==> config.mk <==
export PLATFORM = sky130hd
export DESIGN_NAME = udp_packet_scheduler
export DESIGN_NICKNAME = d
export VERILOG_FILES = /design/src/rtl/udp_packet_scheduler.sv
export SDC_FILE = /design/constraint.sdc
export NUM_CORES = 1
export LEC_CHECK = 0
export ABC_AREA = 1
export CAP_MARGIN = 10
export CORE_ASPECT_RATIO = 0.7
export CORE_MARGIN = 2
export CORE_UTILIZATION = 54
export CTS_CLUSTER_SIZE = 24
export DETAILED_ROUTE_END_ITERATION = 8
export PLACE_DENSITY = 0.87
export SYNTH_ARGS = -nofsm -noshare
export SYNTH_HDL_FRONTEND = slang
export SYNTH_SLANG_ARGS = --single-unit
==> constraint.sdc <==
create_clock -name e_rxc -period 3.9 [get_ports e_rxc]
set_input_delay 0.585 -clock e_rxc [delete_from_list [all_inputs] [get_ports e_rxc]]
set_output_delay 0.585 -clock e_rxc [all_outputs]
set_load 0.02 [all_outputs]
==> src/rtl/udp_packet_scheduler.sv <==
// rtl/udp_packet_scheduler.sv - splits an image into UDP packets and paces their launch
//
// Ports:
//   e_rxc            GMII clock, single clock for all logic
//   reset_n          asynchronous active-low reset
//   image_start      one-cycle pulse, a new image begins entering the FIFO
//   fifo_data_count  image FIFO occupancy in bytes
//   e_txen           sender transmit-enable, high while a frame is on the wire
//   tx_start         one-cycle launch pulse for one packet
//   frame_index      packet number within the current image
//   tx_data_length   UDP length (payload + 8)
//   tx_total_length  IP total length (payload + 28)
//   last_packet      current packet is the final one of the image
//   image_done       one-cycle pulse after the last packet's gap
//   tx_timeout       one-cycle pulse when e_txen never rose after a launch
//   busy             high in every state except idle
module udp_packet_scheduler #(
  parameter int PAYLOAD_BYTES = 1024,
  parameter int IMAGE_BYTES   = 614400,
  parameter int IFG_CYCLES    = 64,
  parameter int TXEN_TIMEOUT  = 4096
) (
  input  logic        e_rxc,
  input  logic        reset_n,
  input  logic        image_start,
  input  logic [10:0] fifo_data_count,
  input  logic        e_txen,
  output logic        tx_start,
  output logic [10:0] frame_index,
  output logic [15:0] tx_data_length,
  output logic [15:0] tx_total_length,
  output logic        last_packet,
  output logic        image_done,
  output logic        tx_timeout,
  output logic        busy
);

  localparam int NPKT     = (IMAGE_BYTES + PAYLOAD_BYTES - 1) / PAYLOAD_BYTES;
  localparam int LAST_LEN = IMAGE_BYTES - (NPKT - 1) * PAYLOAD_BYTES;
  localparam int GW       = $clog2(IFG_CYCLES + 1);
  localparam int TW       = $clog2(TXEN_TIMEOUT + 1);

  localparam logic [10:0]   LAST_IDX = 11'(NPKT - 1);
  localparam logic [10:0]   FULL_LEN = 11'(PAYLOAD_BYTES);
  localparam logic [10:0]   TAIL_LEN = 11'(LAST_LEN);
  localparam logic [GW-1:0] GAP_END  = GW'(IFG_CYCLES - 1);
  localparam logic [TW-1:0] TO_END   = TW'(TXEN_TIMEOUT - 1);

  typedef enum logic [2:0] {
    S_IDLE, S_WAIT_DATA, S_START, S_WAIT_TXEN, S_SENDING, S_GAP
  } state_t;

  state_t        state, state_nxt;
  logic [GW-1:0] gap_cnt, gap_cnt_nxt;
  logic [TW-1:0] to_cnt, to_cnt_nxt;
  logic          pend, pend_nxt;
  logic [10:0]   idx_nxt;
  logic [15:0]   dlen_nxt, tlen_nxt;
  logic          last_nxt, start_nxt, done_nxt, to_nxt;
  logic          is_last;
  logic [10:0]   cur_len;
  logic          restart;

  assign is_last = (frame_index == LAST_IDX);
  assign cur_len = is_last ? TAIL_LEN : FULL_LEN;
  // A new image requested now or earlier (held while a packet was in flight)
  assign restart = image_start | pend;
  assign busy    = (state != S_IDLE);

  always_comb begin
    state_nxt   = state;
    gap_cnt_nxt = gap_cnt;
    to_cnt_nxt  = to_cnt;
    pend_nxt    = pend;
    idx_nxt     = frame_index;
    dlen_nxt    = tx_data_length;
    tlen_nxt    = tx_total_length;
    last_nxt    = last_packet;
    start_nxt   = 1'b0;
    done_nxt    = 1'b0;
    to_nxt      = 1'b0;
    unique case (state)
      S_IDLE: begin
        if (image_start) begin
          state_nxt = S_WAIT_DATA;
          idx_nxt   = '0;
        end
      end
      S_WAIT_DATA: begin
        // A fresh image wins over a launch of the old index this cycle
        if (image_start) begin
          idx_nxt = '0;
        end else if (fifo_data_count >= cur_len) begin
          state_nxt  = S_START;
          dlen_nxt   = 16'(cur_len) + 16'd8;
          tlen_nxt   = 16'(cur_len) + 16'd28;
          last_nxt   = is_last;
          to_cnt_nxt = '0;
        end
      end
      S_START: begin
        start_nxt = 1'b1;
        state_nxt = S_WAIT_TXEN;
        if (image_start) pend_nxt = 1'b1;
      end
      S_WAIT_TXEN: begin
        if (image_start) pend_nxt = 1'b1;
        if (e_txen) begin
          state_nxt = S_SENDING;
        end else if (to_cnt == TO_END) begin
          // Retry the same packet; frame_index is left untouched
          to_nxt    = 1'b1;
          state_nxt = S_WAIT_DATA;
        end else begin
          to_cnt_nxt = to_cnt + TW'(1);
        end
      end
      S_SENDING: begin
        if (image_start) pend_nxt = 1'b1;
        if (!e_txen) begin
          state_nxt   = S_GAP;
          gap_cnt_nxt = '0;
        end
      end
      S_GAP: begin
        if (gap_cnt == GAP_END) begin
          pend_nxt = 1'b0;
          if (last_packet) begin
            done_nxt  = 1'b1;
            last_nxt  = 1'b0;
            idx_nxt   = '0;
            state_nxt = restart ? S_WAIT_DATA : S_IDLE;
          end else begin
            idx_nxt   = restart ? 11'd0 : frame_index + 11'd1;
            state_nxt = S_WAIT_DATA;
          end
        end else begin
          gap_cnt_nxt = gap_cnt + GW'(1);
          if (image_start) pend_nxt = 1'b1;
        end
      end
      default: state_nxt = S_IDLE;
    endcase
  end

  always_ff @(posedge e_rxc or negedge reset_n) begin
    if (!reset_n) begin
      state           <= S_IDLE;
      gap_cnt         <= '0;
      to_cnt          <= '0;
      pend            <= 1'b0;
      frame_index     <= '0;
      tx_data_length  <= '0;
      tx_total_length <= '0;
      last_packet     <= 1'b0;
      tx_start        <= 1'b0;
      image_done      <= 1'b0;
      tx_timeout      <= 1'b0;
    end else begin
      state           <= state_nxt;
      gap_cnt         <= gap_cnt_nxt;
      to_cnt          <= to_cnt_nxt;
      pend            <= pend_nxt;
      frame_index     <= idx_nxt;
      tx_data_length  <= dlen_nxt;
      tx_total_length <= tlen_nxt;
      last_packet     <= last_nxt;
      tx_start        <= start_nxt;
      image_done      <= done_nxt;
      tx_timeout      <= to_nxt;
    end
  end

endmodule

* Word-level counts from Yosys, hierarchy flattened
Cells that the tools add are included.
** Word-level totals
- Register bits after elaboration :: 41
** Operators by class
- Reduce and logical (&&, ||, !) cells :: 15
- Multiplexer cells :: 37
- $add $sub $neg :: 3
- Equal/unequal tests :: 18
- Bitwise operators :: 2
- Magnitude comparators :: 1
** Operators by type and width (number)
- 13-bit 2-to-1 mux :: 4
- 11-bit 2-to-1 mux :: 4
- 13-bit case mux with 2 select lines :: 1
- 11-bit case mux with 2 select lines :: 1
- 3-bit 2-to-1 mux :: 7
- 3-bit case mux with 6 select lines :: 1
- 2-bit != test (second input constant) :: 8
- 1-bit 2-to-1 mux :: 14
- 7-bit 2-to-1 mux :: 2
- 7-bit case mux with 2 select lines :: 1
- 13-bit by 1-bit adder with 13-bit output (second input constant) :: 1
- 13-bit by 12-bit == test with 1-bit output (second input constant) :: 1
- 11-bit by 1-bit adder with 11-bit output (second input constant) :: 1
- 11-bit by 10-bit == test with 1-bit output (second input constant) :: 1
- 11-bit >= comparator (second input constant) :: 1
- 2-bit nonzero test :: 5
- 3-bit AND reduction :: 3
- 7-bit by 1-bit adder with 7-bit output (second input constant) :: 1
- 7-bit by 6-bit == test with 1-bit output (second input constant) :: 1
- 3-bit by 2-bit == test with 1-bit output (second input constant) :: 2
- 3-bit == test (second input constant) :: 2
- 6-bit AND reduction :: 1
- 5-bit AND reduction :: 1
- 1-bit case mux with 2 select lines :: 2
- other kinds (10) :: 10

* Logic depth before layout (Yosys ltp)
- Depth in word-level cells :: 5
- Gate-level depth with buffers :: 10
- Mapped depth without buffers :: 10

* Worst setup path before layout
Ideal clock, no wire load.
- Kind :: flip-flop to flip-flop
- From :: reg to_cnt[0]
- To :: reg to_cnt[7]
- Arrival :: 1386 ps
- Cell stages (with the launch flop) :: 11
- Library setup time :: 128 ps
- Setup slack :: 2386 ps
- Buffers on the path :: 1
- Cells stage by stage :: dfrtp_1 ha_1 nand3_1 inv_1 nand2_1 nor2_1 nand2_1 nand2_2 buf_6 nand2_1 o21ai_0
** On the way
- Cells in the longest elaborated chain, start to end :: 4
** Ends and longest elaborated chain
- from (decl) :: RTL line 55 : logic [TW-1:0] to_cnt, to_cnt_nxt;
- from (signal assigned) :: RTL line 162 : to_cnt <= to_cnt_nxt;
- 13-bit by 1-bit adder with 13-bit output :: RTL line 115 : to_cnt_nxt = to_cnt + TW'(1);
- 13-bit 2-to-1 mux :: RTL line 110 : end else if (to_cnt == TO_END) begin
- 13-bit 2-to-1 mux :: RTL line 108 : if (e_txen) begin
- 13-bit case mux with 2 select lines :: RTL line 82 : unique case (state)
Several ways; a longest one is shown, not always the timed one. The select of a mux whose other input is x is not followed.
A chain may end at the register's enable or synchronous reset.

* Final worst setup path
- From :: reg state[0]
- To :: out busy
** On the way
- Cells in the longest elaborated chain, start to end :: 1
** Ends and longest elaborated chain
- from (decl) :: RTL line 53 : state_t state, state_nxt;
- from (signal assigned) :: RTL line 160 : state <= state_nxt;
- 3-bit nonzero test :: RTL line 68 : assign busy = (state != S_IDLE);
- to (decl) :: RTL line 35 : output logic busy
No other way between the ends.

==> impl_metrics.env <==
export IMPL_start_util_pct=56.0
export IMPL_ys_seq_area_share_pct=37.6
export IMPL_endpoint_kind="primary output"
export IMPL_synth_top_cells_by_area="dfrtp_1, nand2_1, buf_4"
export IMPL_slew_headroom_pct=41.1
export IMPL_ys_async_sr_fraction_pct=100
export IMPL_setup_viol=0
export IMPL_ant_nets=0
export IMPL_die_w_um=87.9
export IMPL_io_buffers=26
export IMPL_synth_simple_gate_area_share_pct=32.8
export IMPL_drv_slew=0
export IMPL_hold_violations=0
export IMPL_grt_ovfl_total=0
export IMPL_yosys_mux_area_fraction_pct=0.376
export IMPL_numCtsBuffers=5
export IMPL_drive_above_1_share_pct=6.39
export IMPL_routedWlPerCell_um=12.0
export IMPL_met1_usage_pct=31.8
export IMPL_rows=21
export IMPL_maxCapViolCount=0
export IMPL_gp_congestion=0.888
export IMPL_nNetsFinal=411
export IMPL_cts_sinks=40
export IMPL_synth_cells=367
export IMPL_die_h_um=62.8
export IMPL_critPathRequiredTime_ns=3.31
export IMPL_ctsHtreeMaxLevel=2
export IMPL_ys_warn_count=0
export IMPL_drcViolationCount=0
export IMPL_vdd_drop_max_mv=0.157
export IMPL_grt_busiest_layer="met1"
export IMPL_synth_top_area_share_pct=37.6
export IMPL_synth_compound_area_share_pct=8.22
export IMPL_antenna_cells=0
export IMPL_final_area_mm2=0.00292
export IMPL_synth_edf_count=0
export IMPL_cts_resized_gates=0
export IMPL_ios=63
export IMPL_layout_min_cycle_time_ns=2.24
export IMPL_ys_flop_type="dfrtp_1"
export IMPL_worst_slew_pin_slew_ns=0.883
export IMPL_synthAdderAreaFrac_pct=2.35
export IMPL_final_common_cell="nand2_1"
export IMPL_syn_cell_area_mm2=0.00266
export IMPL_hp_class="in2async"
export IMPL_powerDensity_mw_per_mm2=395
export IMPL_leakagePower_nw=1.43
export IMPL_cts_buffer_depth=2
export IMPL_areaGrowthSynthToFinish_pct=9.63
export IMPL_final_cell_mix="nand2_1, inv_1, dfrtp_1"
export IMPL_drt_pass1_iterations=5
export IMPL_synth_top_family_by_area="simple AND/OR/NAND/NOR gates"
export IMPL_grt_total_usage_pct=21.5
export IMPL_outcome="finished, final reports clean"
export IMPL_grt_max_degree=41
export IMPL_finalClockSkew_ns=0.00741
export IMPL_grt_use_met3_pct=6.21
export IMPL_place_area_mm2=0.00284
export IMPL_grt_antenna_before_repair=0
export IMPL_synthXorXnorAreaFrac_pct=1.97
export IMPL_vias=2351
export IMPL_drt_total_wl_um=5510
export IMPL_tns_ns=0
export IMPL_post_synth_num_cell_types=34
export IMPL_insertion_delay_ns=0.29
export IMPL_cts_setup_buffers=0
export IMPL_grt_use_met2_pct=31.3
export IMPL_synth_seq_cells=40
export IMPL_start_kind="flop"
export IMPL_cts_clk_slew_worst_paths_ns=0.08
export IMPL_rsz0062_at_grt="false"
export IMPL_cts_root_buffer="clkbuf_8"
export IMPL_cts_tree="yes"
export IMPL_grt_pass1_vias=2122
export IMPL_max_freq_mhz=446
export IMPL_hpwlAfterDp_um=4150
export IMPL_grt_pass1_wl_um=9450
export IMPL_drtIter0Drc=279
export IMPL_cp_data_arrival_time_ns=1.66
export IMPL_die_area_mm2=0.00552
export IMPL_worstPathMaxFanout=8
export IMPL_viasPerCell=5.11
export IMPL_hold_ws_ns=0.412
export IMPL_cts_hold_buf=0
export IMPL_fin_crit_sh_pct=57.4
export IMPL_netlist_top_cell_by_area="dfrtp_1"
export IMPL_crit_type="reg2out"
export IMPL_core_area_mm2=0.00476
export IMPL_power_mw=1.15
export IMPL_synth_avg_cell_area_um2=7.25
export IMPL_reg2reg_depth=8
==> per-layer routing <==
metal	share of wire [%]	vias up	wire, µm
met5	0	-	0
met2	44	109	2400
met4	0.83	0	46
met3	8.2	5	451
li1	-	1155	-
met1	47	1082	2620
==> path summary, 6_finish.rpt <==
kind	startpoint	end	slack [ns]
hold reg to reg	gap_cnt[3]	gap_cnt[3]	0.49
min in group e_rxc	gap_cnt[3]	gap_cnt[3]	0.49
hold / removal	reset_n	to_cnt[0]	0.41
max in group asynchronous	reset_n	state[0]	2.93
setup reg to reg	to_cnt[0]	to_cnt[5]	2.12
setup / recovery	state[0]	busy	1.66
==> worst max-delay path, cell delays in order (launching register included) <==
cell and delay (ns):
dfrtp_1 0.49, nor2_1 0.25, nand2_1 0.08, clkdlybuf4s50_1 0.54
==> synthesized netlist by cell type, types with 3 or more instances <==
| cell type | n |
|---|---|
| o21bai_1 | 4 |
| inv_1 | 43 |
| nand2_1 | 104 |
| dfrtp_1 | 40 |
| nand3_1 | 37 |
| o21ai_1 | 3 |
| a21oi_1 | 10 |
| buf_4 | 32 |
| o21ai_0 | 15 |
| nand2_4 | 3 |
| nand4_1 | 8 |
| nor2_1 | 27 |
| xnor2_1 | 3 |
| ha_1 | 5 |
| xor2_1 | 3 |
| nor3_1 | 7 |
==> kinds of logic after synthesis <==
logic type	after synthesis
buffers and inverters	81
xor gates and xnor gates	6
and+or+nand+nor	196
AOI/OAI and AO/OA	37
adders and majority gates	5
other	1
DFF	40
muxes	1
==> where the power goes <==
group          leakage (nW)  total [mW]  switching (mW)  internal, mW
logic                 0.852       0.386           0.263         0.123
registers             0.541       0.507          0.0520         0.455
clock network        0.0410       0.260           0.138         0.122
total                  1.43        1.15           0.453         0.699
==> area by class of cell <==
cell class,count,area [µm²]
fillers,402,1840
multi-input cells,271,1320
flip-flops and latches,40,1000
repair buffers,26,255
inverters,47,184
well taps,69,86.3
clock buffers,6,72.6
clock inverters,1,5.00
==> flip-flops by register name (all words and copies together) (netlist names) <==
name	flops
to_cnt	13
frame_index	11
gap_cnt	7
state	3
image_done	1
last_packet	1
pend	1
tx_data_length	1
tx_start	1
tx_timeout	1
==> metrics by stage <==
stage | std cells | setup slack (ns) | utilization, %
final | 460 | 1.66 | 61.4
after global routing | 460 | 1.57 | 61.4
after global placement | 453 | 1.90 | 59.7
after floorplan | 392 | 2.39 | -
after CTS | 460 | 1.64 | 61.4
after detailed placement | 453 | 1.91 | 59.7
No activity file was read; power rests on OpenSTA's default activity.
